--- src/rtl/calc_seq_if.sv ---
// rtl/calc_seq_if.sv - request, calculator and result signal bundle for calc_seq
interface calc_seq_if #(
  parameter int W = 16
);
  logic         in_valid;
  logic         in_ready;
  logic [2:0]   in_op;
  logic [W-1:0] in_a;
  logic [W-1:0] in_b;
  logic         use_acc;

  logic [2:0]   calc_op;
  logic [W-1:0] calc_a;
  logic [W-1:0] calc_b;
  logic [W-1:0] calc_r;
  logic         calc_ovf;

  logic         out_valid;
  logic         out_ready;
  logic [W-1:0] out_r;
  logic         out_ovf;

  modport master (
    output in_valid, in_op, in_a, in_b, use_acc, out_ready, calc_r, calc_ovf,
    input  in_ready, calc_op, calc_a, calc_b, out_valid, out_r, out_ovf
  );

  modport slave (
    input  in_valid, in_op, in_a, in_b, use_acc, out_ready, calc_r, calc_ovf,
    output in_ready, calc_op, calc_a, calc_b, out_valid, out_r, out_ovf
  );
endinterface

--- src/rtl/calc_seq.sv ---
// rtl/calc_seq.sv - request sequencer and result stage around the calculator
module calc_seq #(
  parameter int W  = 16,
  parameter int CW = 8
) (
  input  logic          clk,
  input  logic          rst_n,
  calc_seq_if.slave     bus,
  input  logic          clr,
  output logic [W-1:0]  acc,
  output logic          ovf_sticky,
  output logic [CW-1:0] op_cnt
);

  localparam logic [1:0] IDLE = 2'd0;
  localparam logic [1:0] EXEC = 2'd1;
  localparam logic [1:0] DONE = 2'd2;

  logic [1:0]   state;
  logic [2:0]   calc_op_q;
  logic [W-1:0] calc_a_q;
  logic [W-1:0] calc_b_q;
  logic [W-1:0] out_r_q;
  logic         out_ovf_q;

  assign bus.in_ready  = (state == IDLE);
  assign bus.out_valid = (state == DONE);
  assign bus.calc_op   = calc_op_q;
  assign bus.calc_a    = calc_a_q;
  assign bus.calc_b    = calc_b_q;
  assign bus.out_r     = out_r_q;
  assign bus.out_ovf   = out_ovf_q;

  always_ff @(posedge clk or negedge rst_n) begin
    if (!rst_n) begin
      state      <= IDLE;
      calc_op_q  <= '0;
      calc_a_q   <= '0;
      calc_b_q   <= '0;
      out_r_q    <= '0;
      out_ovf_q  <= 1'b0;
      acc        <= '0;
      ovf_sticky <= 1'b0;
      op_cnt     <= '0;
    end else begin
      case (state)
        IDLE: begin
          if (bus.in_valid) begin
            calc_op_q <= bus.in_op;
            // acc here is the pre-clear value even if clr is asserted this cycle
            calc_a_q  <= bus.use_acc ? acc : bus.in_a;
            calc_b_q  <= bus.in_b;
            state     <= EXEC;
          end
        end
        EXEC: begin
          out_r_q   <= bus.calc_r;
          out_ovf_q <= bus.calc_ovf;
          state     <= DONE;
        end
        DONE: begin
          if (bus.out_ready) begin
            state <= IDLE;
          end
        end
        default: state <= IDLE;
      endcase

      // clr wins over the capture-time bookkeeping; the result itself is still captured
      if (clr) begin
        acc        <= '0;
        ovf_sticky <= 1'b0;
        op_cnt     <= '0;
      end else if (state == EXEC) begin
        acc        <= bus.calc_r;
        ovf_sticky <= ovf_sticky | bus.calc_ovf;
        if (op_cnt != {CW{1'b1}}) begin
          op_cnt <= op_cnt + CW'(1);
        end
      end
    end
  end

endmodule

--- src/flat_wrapper.sv ---
// flat-port wrapper written by rule: the top's interface ports become plain ports
module calc_seq_flat 
#(
  parameter int W  = 16,
  parameter int CW = 8
)
  (clk, rst_n, clr, acc, ovf_sticky, op_cnt, bus_in_valid, bus_in_op, bus_in_a, bus_in_b, bus_use_acc, bus_out_ready, bus_calc_r, bus_calc_ovf, bus_in_ready, bus_calc_op, bus_calc_a, bus_calc_b, bus_out_valid, bus_out_r, bus_out_ovf);
  calc_seq_if #(.W(W)) bus_i ();
  input  logic clk;
  input  logic rst_n;
  input  logic clr;
  output logic [W-1:0] acc;
  output logic ovf_sticky;
  output logic [CW-1:0] op_cnt;
  input wire logic [$bits(bus_i.in_valid)-1:0] bus_in_valid;
  input wire logic [$bits(bus_i.in_op)-1:0] bus_in_op;
  input wire logic [$bits(bus_i.in_a)-1:0] bus_in_a;
  input wire logic [$bits(bus_i.in_b)-1:0] bus_in_b;
  input wire logic [$bits(bus_i.use_acc)-1:0] bus_use_acc;
  input wire logic [$bits(bus_i.out_ready)-1:0] bus_out_ready;
  input wire logic [$bits(bus_i.calc_r)-1:0] bus_calc_r;
  input wire logic [$bits(bus_i.calc_ovf)-1:0] bus_calc_ovf;
  output wire logic [$bits(bus_i.in_ready)-1:0] bus_in_ready;
  output wire logic [$bits(bus_i.calc_op)-1:0] bus_calc_op;
  output wire logic [$bits(bus_i.calc_a)-1:0] bus_calc_a;
  output wire logic [$bits(bus_i.calc_b)-1:0] bus_calc_b;
  output wire logic [$bits(bus_i.out_valid)-1:0] bus_out_valid;
  output wire logic [$bits(bus_i.out_r)-1:0] bus_out_r;
  output wire logic [$bits(bus_i.out_ovf)-1:0] bus_out_ovf;
  assign bus_i.in_valid = bus_in_valid;
  assign bus_i.in_op = bus_in_op;
  assign bus_i.in_a = bus_in_a;
  assign bus_i.in_b = bus_in_b;
  assign bus_i.use_acc = bus_use_acc;
  assign bus_i.out_ready = bus_out_ready;
  assign bus_i.calc_r = bus_calc_r;
  assign bus_i.calc_ovf = bus_calc_ovf;
  assign bus_in_ready = bus_i.in_ready;
  assign bus_calc_op = bus_i.calc_op;
  assign bus_calc_a = bus_i.calc_a;
  assign bus_calc_b = bus_i.calc_b;
  assign bus_out_valid = bus_i.out_valid;
  assign bus_out_r = bus_i.out_r;
  assign bus_out_ovf = bus_i.out_ovf;
  calc_seq #(.W(W), .CW(CW)) u_core (.clk(clk), .rst_n(rst_n), .bus(bus_i), .clr(clr), .acc(acc), .ovf_sticky(ovf_sticky), .op_cnt(op_cnt));
endmodule
--- config.mk ---
export PLATFORM = sky130hd
export DESIGN_NAME = calc_seq_flat
export DESIGN_NICKNAME = d
export VERILOG_FILES = /design/src/rtl/calc_seq_if.sv /design/src/rtl/calc_seq.sv /design/src/flat_wrapper.sv
export SDC_FILE = /design/constraint.sdc
export NUM_CORES = 1
export LEC_CHECK = 0
export BUFFER_PORTS_ARGS = -buffer_cell sky130_fd_sc_hd__buf_2
export CAP_MARGIN = 20
export CORE_ASPECT_RATIO = 1.2
export CORE_MARGIN = 4
export CORE_UTILIZATION = 47
export CTS_CLUSTER_SIZE = 25
export DETAILED_ROUTE_END_ITERATION = 16
export PLACE_DENSITY = 0.79
export SETUP_SLACK_MARGIN = 0.1
export SYNTH_ARGS = -nofsm -noshare
export SYNTH_HDL_FRONTEND = slang
export SYNTH_SLANG_ARGS = --single-unit
--- constraint.sdc ---
create_clock -name clk -period 2.1 [get_ports clk]
set_input_delay 0.315 -clock clk [delete_from_list [all_inputs] [get_ports clk]]
set_output_delay 0.315 -clock clk [all_outputs]
set_load 0.005 [all_outputs]
==> results.toml, run 1 <==
[status]
outcome = "complete, no violations"

[detailed_routing]
detail-route-antenna-nets = 0
routed_via_density = 5.11
drc = 0
dr_total_vias = 2653
routedWlPerCell_um = 14.8
route.met3.wl_um = 550
first_pass_iters = 4
top_layer = "met4"
drt-met1-wl_um = 3160
drt_iter0_markers = 85
wl_um = 7680
wl_met2_um = 3780

[critical_path]
rr_endpoint = "u_core.op_cnt[0]"
reg2reg_slack_ns = 0.48
r2r-start = "u_core.op_cnt[0]"
critPathRequiredTime_ns = 2.32
cp_max_fo = 6
reg2reg_depth = 4
cp_slowest_stage_delay_ns = 0.43
path_delay_family = "flip-flops"
start_kind = "flop"
critPathSlowestCell = "dfrtp_1"
critical_path_class = "flop to flop"
crit_chain = "ha_1, and3_1, a21oi_1, mux2_2"
cp_data_arrival_time_ns = 1.84
critical_path.endpoint_type = "flop"
critPathBufInv = 0

[die]
die_area_um2 = 8300
rows = 32
initial_core_util_pct = 49.4
coreArea_um2 = 6570
ioPinCount = 137
die_width_um = 83.8
die_h_um = 99.0

[pwr]
p_per_area_nw_per_um2 = 1300
ir_drop_mv = 0.968
p_leak_nw = 2.21

[yosys]
mappedNetlistArea_um2 = 3240
ys_warn_count = 0
syn_inst = 294
synth_area_leaders = "dfrtp_1 61%, nand2_1 7.9%, mux2_2 7.6%, a21oi_1 5.4%, mux2i_1 5.2%"
synth_common_cells = "79 x dfrtp_1, 68 x nand2_1, 35 x a21oi_1"
synth_top_area_share_pct = 61.0
synth-compound-area-share_pct = 7.45
synth_top_area_cell = "dfrtp_1"
synth_nets = 353
yosys.area_share.xor_xnor_pct = 0
synth_edf_count = 0
dominantRegCellSynth = "dfrtp_1"
synthMuxAreaShare_pct = 12.9
syn_avg_cell_area_um2 = 11.0
synth_top_family_by_area = "simple AND/OR/NAND/NOR gates"
async_reset_ff_share_pct = 100
synth_adder_area_share_pct = 0.386
yosysSeqAreaShare_pct = 61.0
yosysMostFrequentCell = "dfrtp_1"
ys_seq_elements = 79
synth_simple_gate_area_share_pct = 15.1
synth_cell_types = 29

[timing]
hold_viol_final = 0
min_period_ns = 1.62
finClkSkew_ns = 0.00968
drv_slew = 0
setup_viol = 0
fmax_mhz = 616
period_share_pct = 77.3
relSlewSlack_pct = 60.7
rsz0062_at_grt = "false"
tns_ns = 0
tightest_slew_ns = 0.589
hold_ws_ns = 0.166

[grt]
grt_pass1_wl_um = 12700
grt_overflow = 0
first_global_vias = 2636
grt_max_degree = 53
antenna_found_initial = 0
track_usage_pct = 19.0

[finish]
drive_gt1_share_pct = 41.0
n_antenna_cell = 0
areaGrowthSynthToFinish_pct = 30.4
fin_nets = 488
utilization_pct = 64.4

[cts]
htreeDepth = 3
post_cts_resized = 0
path_clk_slew_ns = 0.08
clock_latency_ns = 0.33
root_buffer = "clkbuf_8"
numCtsBuffers = 9
cts_tree = "built"
cts.path.max_buffers = 2
cts.sinks = 79

[placed_design]
dp_hpwl_um = 5650
gp_congestion = 0.843
io_buffers = 136

[job]
drv_cap = 0

[worst_hold_path]
hp-class = "input port to flop"
min_from = "bus_out_ready"
worstHoldPathCells = 2
hold_path_end = "u_core.state[1]"
==> cell families (layout without fill, tap and decap cells) <==
kind of cell | after synthesis | count (layout)
AO/OA/AOI/OAI | 44 | 44
flip-flops | 79 | 79
AND/OR/NAND/NOR | 111 | 111
buffers and inverters | 20 | 160
multiplexers | 39 | 39
adder cells (fa/ha/maj) | 1 | 1
==> final cells by class <==
cell class / instances / area, µm²
fillers: 571 / 2340
multi-input cells: 195 / 1160
clock inverters: 5 / 81.3
repair buffers: 141 / 748
clock buffers: 11 / 141
well taps: 85 / 106
inverters: 3 / 11.3
flip-flops and latches: 79 / 1980
==> what timing repair did <==
action,4_1_cts,5_1_grt
hold endpoints to repair,31,0
buffers inserted,0,0
hold buffers,1,0
==> worst max-delay path by stage <==
stage | slack [ns] | depth (start not counted) | end | from
detailed placement | 0.49 | 4 | u_core.op_cnt[0] | u_core.op_cnt[0]
global route | 0.37 | 4 | u_core.op_cnt[3] | u_core.op_cnt[0]
CTS | 0.48 | 4 | u_core.op_cnt[0] | u_core.op_cnt[0]
finish | 0.48 | 4 | u_core.op_cnt[0] | u_core.op_cnt[0]
floorplan | 0.57 | 4 | u_core.op_cnt[3] | u_core.op_cnt[0]
global placement | 0.53 | 4 | u_core.op_cnt[3] | u_core.op_cnt[0]
==> state kept, by name, summed over array words and instances, names as in the netlist <==
name and flops:
u_core.acc 16, u_core.op_cnt 8, u_core.ovf_sticky 1, u_core.bus.out_r 16, u_core.bus.out_ovf 1, u_core.bus.calc_b 16, u_core.state 2, u_core.bus.calc_op 3
u_core.bus.calc_a 16
==> routing by layer <==
layer	GRT usage [%]	vias to the layer above
li1	-	1261
met4	8.42	0
met5	0	-
met3	3.93	19
met2	31.0	105
met1	24.5	1268
==> where the power goes <==
part           switching [mW]  total [mW]  internal [mW]
Combinational           0.880        1.79          0.907
Clock                   0.530        1.23          0.703
Sequential              0.364        2.47           2.11
Total                    1.77        5.49           3.72
==> stage by stage <==
step           cells  setup slack, ns  cell area [µm²]  total power, mW
2_1_floorplan    294            0.566             3240             3.42
3_3_place_gp     502            0.528             4000             4.23
3_5_place_dp     502            0.489             4000             4.32
4_1_cts          519            0.476             4230             5.57
5_1_grt          519            0.371             4230             5.90
6_report         519            0.477             4230             5.49
==> worst reg2reg max path: cells and delay by family, from the launching register on <==
family | cells | cell delay, ns
compound gates | 1 | 0.24
fa+ha+maj | 1 | 0.29
flops | 1 | 0.43
mux | 1 | 0.37
simple gates | 1 | 0.18
==> cell usage in the layout (no fill, tap or decap), types with 2 or more instances in the layout <==
cell type  instances
inv_1              3
and3_1             2
nor2_1            21
bufinv_16          2
nor2b_1            4
buf_12             2
a21oi_1           35
o21ai_0            2
mux2_2            22
clkbuf_8          10
mux2i_1           17
dfrtp_1           79
a211oi_1           2
buf_4              3
nor3_1             2
nand2_1           68
buf_2            135
a41oi_1            3
nand2b_1           5
No activity file was read; power rests on OpenSTA's default activity.
==> inputs of run 2 (changes only) <==
ABC_AREA = 1   (was unset)
CORE_UTILIZATION = 48   (was 47)
PLACE_DENSITY = 0.8   (was 0.79)
clock period = 1.68 ns   (was 2.1 ns; I/O delays follow)
==> run 2 against run 1 <==
Net effect:
- via count grew 12%
- power grew 22%
- cell area grew 1.2%
- sequential cell count is the same
- critical path depth shrank 1
- die area grew 0.78%
- critical path type is now flop to output pin
- highest routed layer unchanged
- setup slack lost 0.23 ns
- utilization shrank 1.6 points
- synthesized cell count grew 33%
- critical endpoint is now bus_out_valid
- count of clock-buffer cells in the layout grew 1
- non-clock buffer count grew 1
- routed wire length grew 5.4%
==> results.toml, run 2 <==
[detailed_routing]
wl_um = 8100
drc = 0
routed_via_density = 4.78
detail-route-antenna-nets = 0
drt_iter0_markers = 90
routedWlPerCell_um = 13.1
dr_total_vias = 2962
first_pass_iters = 4

[timing]
period_share_pct = 85.3
tns_ns = 0
drv_slew = 0
relSlewSlack_pct = 70.7
min_period_ns = 1.43
finClkSkew_ns = 0.00834
setup_ws_ns = 0.247
fmax_mhz = 698
rsz0062_at_grt = "false"
hold_viol_final = 0
setup_viol = 0
tightest_slew_ns = 0.440

[pwr]
power_mw = 6.67
p_leak_nw = 2.45
ir_drop_mv = 0.830
p_per_area_nw_per_um2 = 1560

[cts]
cts_tree = "built"
root_buffer = "clkbuf_8"
post_cts_resized = 0
htreeDepth = 3
cts.path.max_buffers = 2
path_clk_slew_ns = 0.08
post_cts.repair.setup_buffers = 0
hold_buffers = 1
clock_latency_ns = 0.34
numCtsBuffers = 9
cts.sinks = 79

[critical_path]
start_kind = "flop"
crit_start = "u_core.state[1]"
cp_max_fo = 3
critPathRequiredTime_ns = 1.43
cp_data_arrival_time_ns = 1.18
critical_path_class = "flop to output pin"
critical_path.endpoint_type = "output pin"
endpoint = "bus_out_valid"
reg2reg_depth = 7
r2r-start = "u_core.state[0]"
reg2reg_slack_ns = 0.26
rr_endpoint = "u_core.bus.calc_b[2]"

[yosys]
synth_cell_types = 24
yosysMostFrequentCell = "nand2_1"
dominantRegCellSynth = "dfrtp_1"
synth_area_leaders = "dfrtp_1 59%, nand2_1 21%, o21ai_0 5.1%, inv_1 3.4%, a21oi_1 2.5%"
async_reset_ff_share_pct = 100
synth-compound-area-share_pct = 8.69
mappedNetlistArea_um2 = 3340
synth_top_area_share_pct = 59.2
ys_seq_elements = 79
yosys.area_share.xor_xnor_pct = 0.262
synth_edf_count = 0
ys_warn_count = 0
synth_simple_gate_area_share_pct = 24.3
synth_nets = 450
yosysSeqAreaShare_pct = 59.2
synth_top_area_cell = "dfrtp_1"
synthMuxAreaShare_pct = 0
synth_adder_area_share_pct = 0.375
syn_inst = 391
syn_avg_cell_area_um2 = 8.54
synth_top_family_by_area = "simple AND/OR/NAND/NOR gates"
synth_common_cells = "185 x nand2_1, 79 x dfrtp_1, 34 x o21ai_0"

[grt]
grt-busiest-layer = "met2"
grtUsageMet1_pct = 26.0
grtUsageMet2_pct = 30.4
grt_pass1_wl_um = 13100
first_global_vias = 2810
antenna_found_initial = 0
use_met3_pct = 4.31
grt_overflow = 0
track_usage_pct = 19.5
grt_max_degree = 35

[job]
drv_cap = 0

[finish]
final_cell_mix = "185 x nand2_1, 135 x buf_2, 79 x dfrtp_1, 34 x o21ai_0, 30 x inv_1"
fill_cells = 623
fin_nets = 587
n_antenna_cell = 0
fin_area_um2 = 4280
utilization_pct = 62.8
drive_gt1_share_pct = 31.1
areaGrowthSynthToFinish_pct = 28.2
final_common_cell = "nand2_1"

[die]
die_width_um = 84.1
ioPinCount = 137
die_area_um2 = 8360
rows = 33
coreArea_um2 = 6810
die_h_um = 99.4
initial_core_util_pct = 49.0

[placed_design]
io_buffers = 136
dp_hpwl_um = 6200
place_area_um2 = 4060
gp_congestion = 0.808
place_ws_ns = 0.279

[status]
outcome = "complete, no violations"

[worst_hold_path]
hp-class = "input port to flop"
## run 2: changes by cell type after synthesis, sizes merged, moves of 3 or more
cell    previous run  this run
nand2b             5         0
inv                3        32
mux2              22         0
nor2              21         8
nand2             68       189
a21oi             35        17
mux2i             17         0
nand3              1         7
a41oi              3         0
o21ai              2        38
nor2b              4         0
## run 2: report_power, final
part           switching (mW)  internal, mW
Combinational            1.24         0.957
Sequential              0.423          2.62
Clock                   0.663         0.771
## run 2: layout make-up
type	instances	area, µm²	area share [%]
clock inverters	4	53.8	1.26
inverters	32	120	2.81
multi-input cells	264	1120	26.2
flip-flops and latches	79	1980	46.2
clock buffers	12	155	3.62
well taps	87	109	2.54
repair buffers	142	743	17.4
## run 2: critical path, stage by stage, from the launching register on
cell and delay, ns:
dfrtp_1 0.40, inv_1 0.09, nor2_1 0.20, buf_2 0.16
## run 2: cells by family after synthesis
group / Yosys count
and+or+nand+nor: 205
DFF: 79
AOI/OAI and AO/OA: 57
buffers and inverters: 48
xor gates and xnor gates: 1
adders and majority gates: 1
## run 2: metal layers
metal | up-vias | part of all wire (%)
met4 | 0 | 2.9
met3 | 23 | 6.3
li1 | 1486 | -
met2 | 104 | 48
met1 | 1349 | 43
met5 | - | 0
## run 2: worst min-delay path by stage
stage                     cells past startpoint   startpoint              endpoint  slack (ns)
after floorplan                               0        rst_n         u_core.acc[0]       -0.04
after global placement                        1        rst_n   u_core.bus.out_r[6]        0.23
after detailed placement                      1        rst_n   u_core.bus.out_r[9]        0.23
after CTS                                     3  bus_in_b[6]  u_core.bus.calc_b[6]        0.09
after global routing                          3  bus_in_b[6]  u_core.bus.calc_b[6]        0.10
final                                         3  bus_in_b[6]  u_core.bus.calc_b[6]        0.10
## run 2: per-stage QoR
step                std cells  hold WS (ns)
finish                    620         0.104
global route              620         0.102
CTS                       620        0.0878
detailed placement        603         0.228
global placement          603         0.228
floorplan                 391       -0.0436
==> inputs of run 3 (changes only) <==
REMOVE_ABC_BUFFERS = 1   (was unset)
==> run 3 against run 2 <==
Net effect:
- fmax grew 3.3%
- critical path type is now flop to flop
- clock power increased by 29%
- cell count increased by 0.32%
- sequential share of layout area decreased by 0.94 points
- cell area is 2.1% higher
==> results.toml, run 3 (same netlist as run 2, synthesis figures left out) <==
[status]
outcome = "complete, no violations"

[grt]
grt_max_degree = 40
grt_pass1_wl_um = 13500
antenna_found_initial = 0
grt_overflow = 0
first_global_vias = 2909
track_usage_pct = 20.3

[cts]
cts.sinks = 79
clock_latency_ns = 0.34
numCtsBuffers = 9
htreeDepth = 3
root_buffer = "clkbuf_8"
cts.path.max_buffers = 2
cts_tree = "built"
path_clk_slew_ns = 0.08
post_cts.repair.setup_buffers = 0

[pwr]
ir_drop_mv = 0.821
p_per_area_nw_per_um2 = 1630
p_leak_nw = 2.50
power_mw = 7.13

[timing]
finClkSkew_ns = 0.00690
fmax_mhz = 721
tns_ns = 0
hold_viol_final = 0
relSlewSlack_pct = 66.5
period_share_pct = 82.6
min_period_ns = 1.39
drv_slew = 0
tightest_slew_ns = 0.503
setup_viol = 0
rsz0062_at_grt = "false"

[die]
initial_core_util_pct = 49.0
die_h_um = 99.4
die_width_um = 84.1
ioPinCount = 137
coreArea_um2 = 6810
die_area_um2 = 8360
rows = 33

[finish]
final_cell_mix = "185 x nand2_1, 135 x buf_2, 79 x dfrtp_1, 34 x o21ai_0, 30 x inv_1"
areaGrowthSynthToFinish_pct = 30.8
fin_nets = 589
final_common_cell = "nand2_1"
utilization_pct = 64.1
fin_area_um2 = 4370
drive_gt1_share_pct = 31.4
n_antenna_cell = 0

[critical_path]
start_kind = "flop"
critical_path_class = "flop to flop"
critPathRequiredTime_ns = 1.90
cp_slowest_stage_delay_ns = 0.39
crit_chain = "inv_1, nand2_1, inv_2, nand2_4, buf_4, o21ai_0"
cp_data_arrival_time_ns = 1.60
crit_start = "u_core.state[1]"
rr_endpoint = "u_core.bus.calc_a[2]"
reg2reg_slack_ns = 0.29
reg2reg_depth = 6
critPathSlowestCell = "dfrtp_1"
critical_path.endpoint_type = "flop"
r2r-start = "u_core.state[1]"
critPathBufInv = 3
cp_max_fo = 37
path_delay_family = "buffers and inverters"

[detailed_routing]
first_pass_iters = 5
drc = 0
detail-route-antenna-nets = 0
wl_um = 8110
routedWlPerCell_um = 13.0
drt_iter0_markers = 145
routed_via_density = 4.75
dr_total_vias = 2957

[worst_hold_path]
worstHoldPathCells = 3
hold_path_end = "u_core.bus.calc_b[11]"
hp-class = "input port to flop"
min_from = "bus_in_b[11]"

[placed_design]
io_buffers = 136
place_area_um2 = 4090
gp_congestion = 0.829
dp_hpwl_um = 6050

[job]
drv_cap = 0
run 3: cell count changes in the layout (fill, tap and decap cells not counted):
cell / before / now
buf_4: 5 / 6
bufinv_16: 1 / 4
clkbuf_8: 11 / 10
clkinvlp_4: 2 / 0
buf_12: 1 / 2
run 3: how the worst max path moves through the flow:
stage	endpoint	cells after the start
2_1_floorplan	u_core.op_cnt[4]	6
3_3_place_gp	u_core.bus.calc_a[14]	6
3_5_place_dp	u_core.bus.calc_a[8]	6
4_1_cts	u_core.bus.calc_a[2]	6
5_1_grt	u_core.bus.calc_a[2]	7
6_report	u_core.bus.calc_a[2]	6
run 3: layout make-up:
class / instances / area (µm²)
Fill cell: 606 / 2440
Sequential cell: 79 / 1980
Multi-Input combinational cell: 264 / 1120
Timing Repair Buffer: 144 / 771
Clock buffer: 11 / 141
Clock inverter: 5 / 129
Inverter: 32 / 120
Tap cell: 87 / 109
run 3: metal layers:
metal	wire length, µm	global-route usage [%]	up-vias
met1	3400	25.3	1362
met5	0	0	-
met4	238	10.3	0
li1	-	-	1484
met3	492	3.73	17
met2	3970	33.8	94
run 3: per-stage QoR:
step / instances / hold slack [ns] / setup WS [ns]
floorplan: 375 / -0.0436 / 0.386
global route: 622 / 0.0975 / 0.108
CTS: 622 / 0.0779 / 0.279
global placement: 605 / 0.184 / 0.369
detailed placement: 605 / 0.188 / 0.297
finish: 622 / 0.0969 / 0.293
run 3: timing repair:
item / in CTS / in global routing
hold buffers: 1 / 0
gates resized for setup: 0 / 0
endpoints found under the hold margin: 25 / 0
run 3: worst register-to-register path, delay by kind of cell, from the launching register on:
kind | cells | cell delay [ns]
and+or+nand+nor | 2 | 0.20
DFF | 1 | 0.39
buffers and inverters | 3 | 0.49
AOI/OAI and AO/OA | 1 | 0.17
run 3: power by group:
| part | switching [mW] | total [mW] | leakage, nW | internal [mW] |
|---|---|---|---|---|
| Combinational | 1.28 | 2.28 | 1.35 | 0.994 |
| Sequential | 0.389 | 3.00 | 1.01 | 2.61 |
| Clock | 0.669 | 1.85 | 0.134 | 1.18 |
| Total | 2.34 | 7.13 | 2.50 | 4.79 |
